**config.mk**
```make
export PLATFORM = sky130hd
export DESIGN_NAME = mux_sync_src
export DESIGN_NICKNAME = d
export VERILOG_FILES = /design/src/rtl/mux_sync_src.sv
export SDC_FILE = /design/constraint.sdc
export NUM_CORES = 1
export LEC_CHECK = 0
export ABC_AREA = 0
export CAP_MARGIN = 40
export CORE_MARGIN = 1
export CORE_UTILIZATION = 37
export DETAILED_ROUTE_END_ITERATION = 7
export HOLD_SLACK_MARGIN = 0.03
export PLACE_DENSITY = 0.75
export SKIP_CTS_REPAIR_TIMING = 1
export SYNTH_ARGS = -nofsm -noshare
export SYNTH_HDL_FRONTEND = slang
export SYNTH_SLANG_ARGS = --single-unit
```
**constraint.sdc**
```tcl
create_clock -name clk_i -period 1.2 [get_ports clk_i]
set_clock_uncertainty 0.1 [all_clocks]
set_input_delay 0.24 -clock clk_i [delete_from_list [all_inputs] [get_ports clk_i]]
set_output_delay 0.24 -clock clk_i [all_outputs]
set_load 0.005 [all_outputs]
```
**src/rtl/mux_sync_src.sv**
```systemverilog
// Source-side launcher for a MUX-based data synchronizer: captures a word, holds it on
// data_o and runs a 4-phase req/ack handshake against a synchronized acknowledge.
module mux_sync_src #(
    parameter int DATA_WIDTH = 32,
    parameter int SYNC_DEPTH = 2,
    parameter int TIMEOUT    = 0
) (
    input  logic                  clk_i,
    input  logic                  rstn_i,
    input  logic [DATA_WIDTH-1:0] data_i,
    input  logic                  valid_i,
    output logic                  ready_o,
    output logic [DATA_WIDTH-1:0] data_o,
    output logic                  sync_ctrl_o,
    input  logic                  ack_i,
    output logic                  busy_o,
    output logic                  done_o,
    output logic                  err_o
);

    localparam int CNT_RAW = $clog2(TIMEOUT + 1);
    localparam int CNT_W   = (CNT_RAW < 1) ? 1 : CNT_RAW;
    localparam int T_LAST  = (TIMEOUT > 0) ? (TIMEOUT - 1) : 0;
    localparam logic [CNT_W-1:0] CNT_LAST = T_LAST[CNT_W-1:0];

    localparam logic [1:0] ST_IDLE    = 2'd0;
    localparam logic [1:0] ST_SETUP   = 2'd1;
    localparam logic [1:0] ST_REQ     = 2'd2;
    localparam logic [1:0] ST_RELEASE = 2'd3;

    logic [1:0]            state_r;
    logic [DATA_WIDTH-1:0] data_r;
    logic                  sync_r;
    logic                  done_r;
    logic                  err_r;
    logic                  timed_out_r;
    logic [CNT_W-1:0]      cnt_r;
    logic [SYNC_DEPTH-1:0] ack_sync_r;
    logic                  ack_s;

    // Bring the destination acknowledge into this clock domain.
    always_ff @(posedge clk_i) begin
        if (!rstn_i) begin
            ack_sync_r <= '0;
        end else begin
            ack_sync_r <= {ack_sync_r[SYNC_DEPTH-2:0], ack_i};
        end
    end

    assign ack_s = ack_sync_r[SYNC_DEPTH-1];

    // Handshake FSM with registered request, data and status pulses.
    always_ff @(posedge clk_i) begin
        if (!rstn_i) begin
            state_r     <= ST_IDLE;
            data_r      <= '0;
            sync_r      <= 1'b0;
            done_r      <= 1'b0;
            err_r       <= 1'b0;
            timed_out_r <= 1'b0;
            cnt_r       <= '0;
        end else begin
            done_r <= 1'b0;
            err_r  <= 1'b0;
            case (state_r)
                ST_IDLE: begin
                    if (valid_i) begin
                        data_r  <= data_i;
                        state_r <= ST_SETUP;
                    end
                end
                // Data has been stable for a full cycle before the request rises.
                ST_SETUP: begin
                    sync_r  <= 1'b1;
                    cnt_r   <= '0;
                    state_r <= ST_REQ;
                end
                ST_REQ: begin
                    if (ack_s) begin
                        sync_r  <= 1'b0;
                        state_r <= ST_RELEASE;
                    end else if ((TIMEOUT != 0) && (cnt_r == CNT_LAST)) begin
                        sync_r      <= 1'b0;
                        err_r       <= 1'b1;
                        timed_out_r <= 1'b1;
                        state_r     <= ST_RELEASE;
                    end else begin
                        cnt_r <= cnt_r + 1'b1;
                    end
                end
                ST_RELEASE: begin
                    if (!ack_s) begin
                        done_r      <= ~timed_out_r;
                        timed_out_r <= 1'b0;
                        state_r     <= ST_IDLE;
                    end
                end
                default: begin
                    sync_r  <= 1'b0;
                    state_r <= ST_IDLE;
                end
            endcase
        end
    end

    assign ready_o     = (state_r == ST_IDLE);
    assign busy_o      = (state_r != ST_IDLE);
    assign data_o      = data_r;
    assign sync_ctrl_o = sync_r;
    assign done_o      = done_r;
    assign err_o       = err_r;

endmodule

```
Word-level counts from Yosys, hierarchy flattened
Cells that the tools add are included.
{"block": "word_totals", "wordCells": 26, "reg_bits": 38}
{"block": "op_classes", "bitwise": 2, "n_eq_ne": 6, "n_mux": 6, "n_reduce_logical": 7}
{"op": "2-bit one-hot mux with 4 select lines", "count": 1}
{"op": "2-bit two-way mux", "count": 3}
{"op": "2-bit != test, second input constant", "count": 3}
{"op": "2-bit equality test, second input constant", "count": 2}
{"op": "2-bit AND reduction", "count": 2}
{"op": "2-bit nonzero test", "count": 2}
{"op": "3-bit AND reduction", "count": 1}
{"op": "3-bit OR reduction", "count": 1}
{"op": "2-bit by 1-bit equality test with 1-bit output, second input constant", "count": 1}
{"op": "2-bit zero test", "count": 1}
{"op": "1-bit NOT", "count": 2}
{"op": "1-bit one-hot mux with 2 select lines", "count": 1}
{"op": "1-bit two-way mux", "count": 1}

Depth between registers and ports, before layout
Gate-level depths: netlist of the first run.
{"block": "logic_depth", "ltp_word": 3, "ltp_mapped": 7, "mapped_depth_nobuf": 5}

Worst setup path before layout of the first run
Ideal clock, no wire load.
{"block": "synth_timing", "path_type": "register to register", "from": "reg state_r[0]", "to": "reg state_r[0]", "period_less_slack_ns": 1.374, "arrival_time_ns": 1.203, "n_path_buf": 0, "setup_time_ns": 0.072, "slack_ns": -0.174, "path_stages_with_launch": 6, "cell_sequence": "dfxtp_1 -> inv_1 -> ha_1 -> nor2b_1 -> a221oi_2 -> mux2i_1"}
{"block": "synth_via", "elab_chain_len": 3, "word_cells_on_any_way": 9}
{"element": "from (decl)", "line": "31", "text": "logic [1:0] state_r;"}
{"element": "from (signal assigned)", "line": "55", "text": "state_r <= ST_IDLE;"}
{"element": "from (signal assigned)", "line": "69", "text": "state_r <= ST_SETUP;"}
{"element": "from (signal assigned)", "line": "76", "text": "state_r <= ST_REQ;"}
{"element": "2-bit equality test / 2-bit zero test (equally long branches)", "line": "65", "text": "case (state_r)"}
{"element": "2-bit != test (no source line)"}
{"element": "3-bit AND reduction (no source line)"}
Several ways; a longest one is shown, not always the timed one.
A chain may end at the register's enable or synchronous reset.

Worst setup path in the final report of the first run
{"block": "layout_timing", "from": "reg state_r[0]", "to": "reg data_r[23] (netlist: data_o[23])"}
{"block": "layout_via", "elab_chain_len": 2}
{"element": "2-bit zero test", "line": "65"}
{"element": "2-bit AND reduction (no source line)"}
{"element": "to (signal assigned)", "line": "68", "text": "data_r <= data_i;"}
{"element": "to (decl)", "line": "32", "text": "logic [DATA_WIDTH-1:0] data_r;"}
Every way passes these cells.

==> run metrics, run 1 <==
initial antenna violation count=0; r2r endpoint=data_o[23]$_SDFFE_PN0P_; PD cells=1780 nW/um^2; Critical Path RT=1.32 ns; share of cells above drive strength 1=roughly 38%; Data arrival, critical path=1.58 ns; multi-input combinational cell area=approximately 950 sq um; r2r startpoint=state_r[0]$_SDFFE_PN0P_; CTS H-Tree Depth=2; Die Width=68.7 um; Final WS setup=-0.258 ns; reg-to-reg slack, setup=-0.26 ns; Clock Path Buffers=2; Worst setup SP type=flip-flop; Ant. Diodes=0; final wirelength=around 4100 um; WHS Path Cells=1; worst ir drop on vdd=1210 uV; Final setup viols=37; Reg area=773 sq um; cell depth of the worst flop-to-flop path=8; Starting Density=39.7%; final hold vios=0; critical path peak fanout=14; path category of the worst min-delay check=flip-flop to flip-flop; max_cap viols=0; layout overhead on the synthesized area=78.9%; Tot GR Track Use=between 10% and 20%; Final HPWL DP=2630 um; largest net degree at the start of global routing=41; # DRC=0; CTS sink count=38; Final Cycle Share=122%; RSZ-0062 raised after global routing=true; CP max-delay cell=dfxtp_2; RD Place Congestion=0.795; clock root cell=clkbuf_8; Seq/Total Area, Yosys=46.3%; Syn. warnings=0; vias in the first global route=between 1000 and 1500; row count=23; Fillers=338; crit path time final=between 1 and 1.5 ns; I/O Buffers=71; Distinct cells, synth=19; total grt overflow=0; via count=1430; placed inst area=2600 sq um; max frequency=686 MHz; Initial DRC Count=42; CP bufs+invs=4; Worst-path clk slew=0.07 ns; CTS tree=yes; hold path startpoint=ack_sync_r[0]$_SDFF_PN0_; CP Class=flip-flop to flip-flop; Hold Path End=ack_sync_r[1]$_SDFF_PN0_; status=complete, but fails checks; crit-path cells=inv_4 -> buf_6 -> ha_4 -> buf_6 -> and2_4 -> buf_12 -> nand2_1 -> a21boi_2; placement-stage worst setup slack=-0.312 ns; failing checks=setup timing; via/cell ratio=4.64; cell mode on critical path=buf_6; Die Area=4710 sq um; Routed Antenna Nets=0; Wirelength per Cell=13.4 um; synthesized flop and latch total=38; P_leak=1.67 nW; Num CTS Buffers=5; Cell Area, Synth=1640 sq um; Crit. Startpoint=state_r[0]$_SDFFE_PN0P_; syn_nets=approximately 220; insertion delay to the later sink of the worst-skew pair=0.28 ns; I/O pins=between 70 and 80; Die H=around 70 um; final instance area=2940 sq um; Post-Synthesis Cells=173; top cell family by delay on the critical path=buffers and inverters; first-pass GRT wire length=5640 um; fin. max-slew vios=0; Largest stage delay, worst path=0.34 ns; core footprint=4140 sq um; Avg Synthesized Cell Area=9.50 sq um; drt pass-1 iters=2; Crit. End Element=flip-flop; Final #Nets=300
[sequential cells by signal, indices dropped and copies added, names as in the netlist]
| name | flops |
|---|---|
| ack_sync_r | 2 |
| data_o | 32 |
| done_o | 1 |
| state_r | 2 |
| sync_ctrl_o | 1 |
[Yosys cell counts]
cell type  instances  area (sq um)
and2_1             3          18.8
a21boi_2          30           338
conb_1             1          3.75
mux2i_1            2          20.0
a21boi_0           2          15.0
dfxtp_1           38           761
buf_6              4          45.0
inv_1              4          15.0
nand2_1           69           259
o21ai_0            1          5.00
ha_1               6          75.1
mux2_2             1          11.3
buf_2              3          15.0
o211a_1            1          10.0
nor2b_1            1          6.26
and3b_1            1          8.76
clkbuf_1           4          15.0
buf_4              1          7.51
a221oi_2           1          15.0
[how the worst max path moves through the flow]
stage / to / slack [ns] / depth (start not counted)
final: data_o[23]$_SDFFE_PN0P_ / -0.26 / 8
after global routing: data_o[23]$_SDFFE_PN0P_ / -0.31 / 8
after CTS: ready_o / -0.53 / 3
after detailed placement: state_r[1]$_SDFFE_PN0P_ / -0.31 / 4
after global placement: state_r[0]$_SDFFE_PN0P_ / -0.29 / 4
after floorplan: state_r[0]$_SDFFE_PN0P_ / -0.09 / 5
[metrics by stage]
step | hold slack (ns) | utilization, % | power [W] | TNS (ns) | std cells
after floorplan | 0.267 | - | 0.00290 | -2.47 | 173
after global placement | 0.314 | 62.7 | 0.00400 | -8.49 | 295
after detailed placement | 0.330 | 62.7 | 0.00405 | -8.72 | 295
after CTS | 0.333 | 64.6 | 0.00490 | -16.96 | 302
after global routing | 0.355 | 71.0 | 0.00555 | -9.42 | 308
final | 0.336 | 71.0 | 0.00524 | -7.88 | 308
[kinds of logic (layout without fill, tap and decap cells)]
logic type | count (synthesis) | in the layout | share of synthesized area [%]
and+or+nand+nor | 74 | 74 | 17.8
muxes | 3 | 3 | 1.90
buffers and inverters | 16 | 101 | 5.94
other | 1 | 1 | 0.228
AOI/OAI and AO/OA | 35 | 35 | 23.3
DFF | 38 | 38 | 46.3
adders and majority gates | 6 | 6 | 4.57
[placed cells by master (no fill, tap or decap), drive strengths merged, types with 3 or more instances in the layout]
cell type / synthesis / final
dfxtp: 38 / 38
a21boi: 32 / 32
clkdlybuf4s50: 0 / 35
ha: 6 / 6
clkbuf: 4 / 10
nand2: 69 / 69
buf: 8 / 17
inv: 4 / 5
dlymetal6s2s: 0 / 34
and2: 3 / 3
[final cells by class]
type / instances / share of cell area (%)
Clock buffer: 6 / 2.47
Clock inverter: 1 / 0.213
Inverter: 4 / 0.681
Multi-Input combinational cell: 119 / 32.2
Sequential cell: 38 / 26.3
Tap cell: 50 / 2.13
Timing Repair Buffer: 90 / 36.0
[routing by layer]
layer | global-route usage [%] | vias to the layer above | wire length [um]
met5 | 0 | - | 0
met4 | 8.85 | 0 | 83
met3 | 4.44 | 9 | 251
met2 | 29.3 | 46 | 2030
met1 | 17.8 | 653 | 1750
li1 | - | 722 | -
[report_power, final]
part	internal (W)	leakage, nW	total (W)	switching, W
Combinational	0.00156	1.31	0.00274	0.00117
Clock	0.000400	0.0416	0.000833	0.000433
Sequential	0.00154	0.315	0.00167	0.000131
(Power assumes the default switching activity.)
==> run 2, diff against run 1 <==
- CTS_CLUSTER_DIAMETER: unset -> 100
- SLEW_MARGIN: unset -> 20
==> results of run 2 <==
Final layout, timing and power as in run 1 (identical DEF).
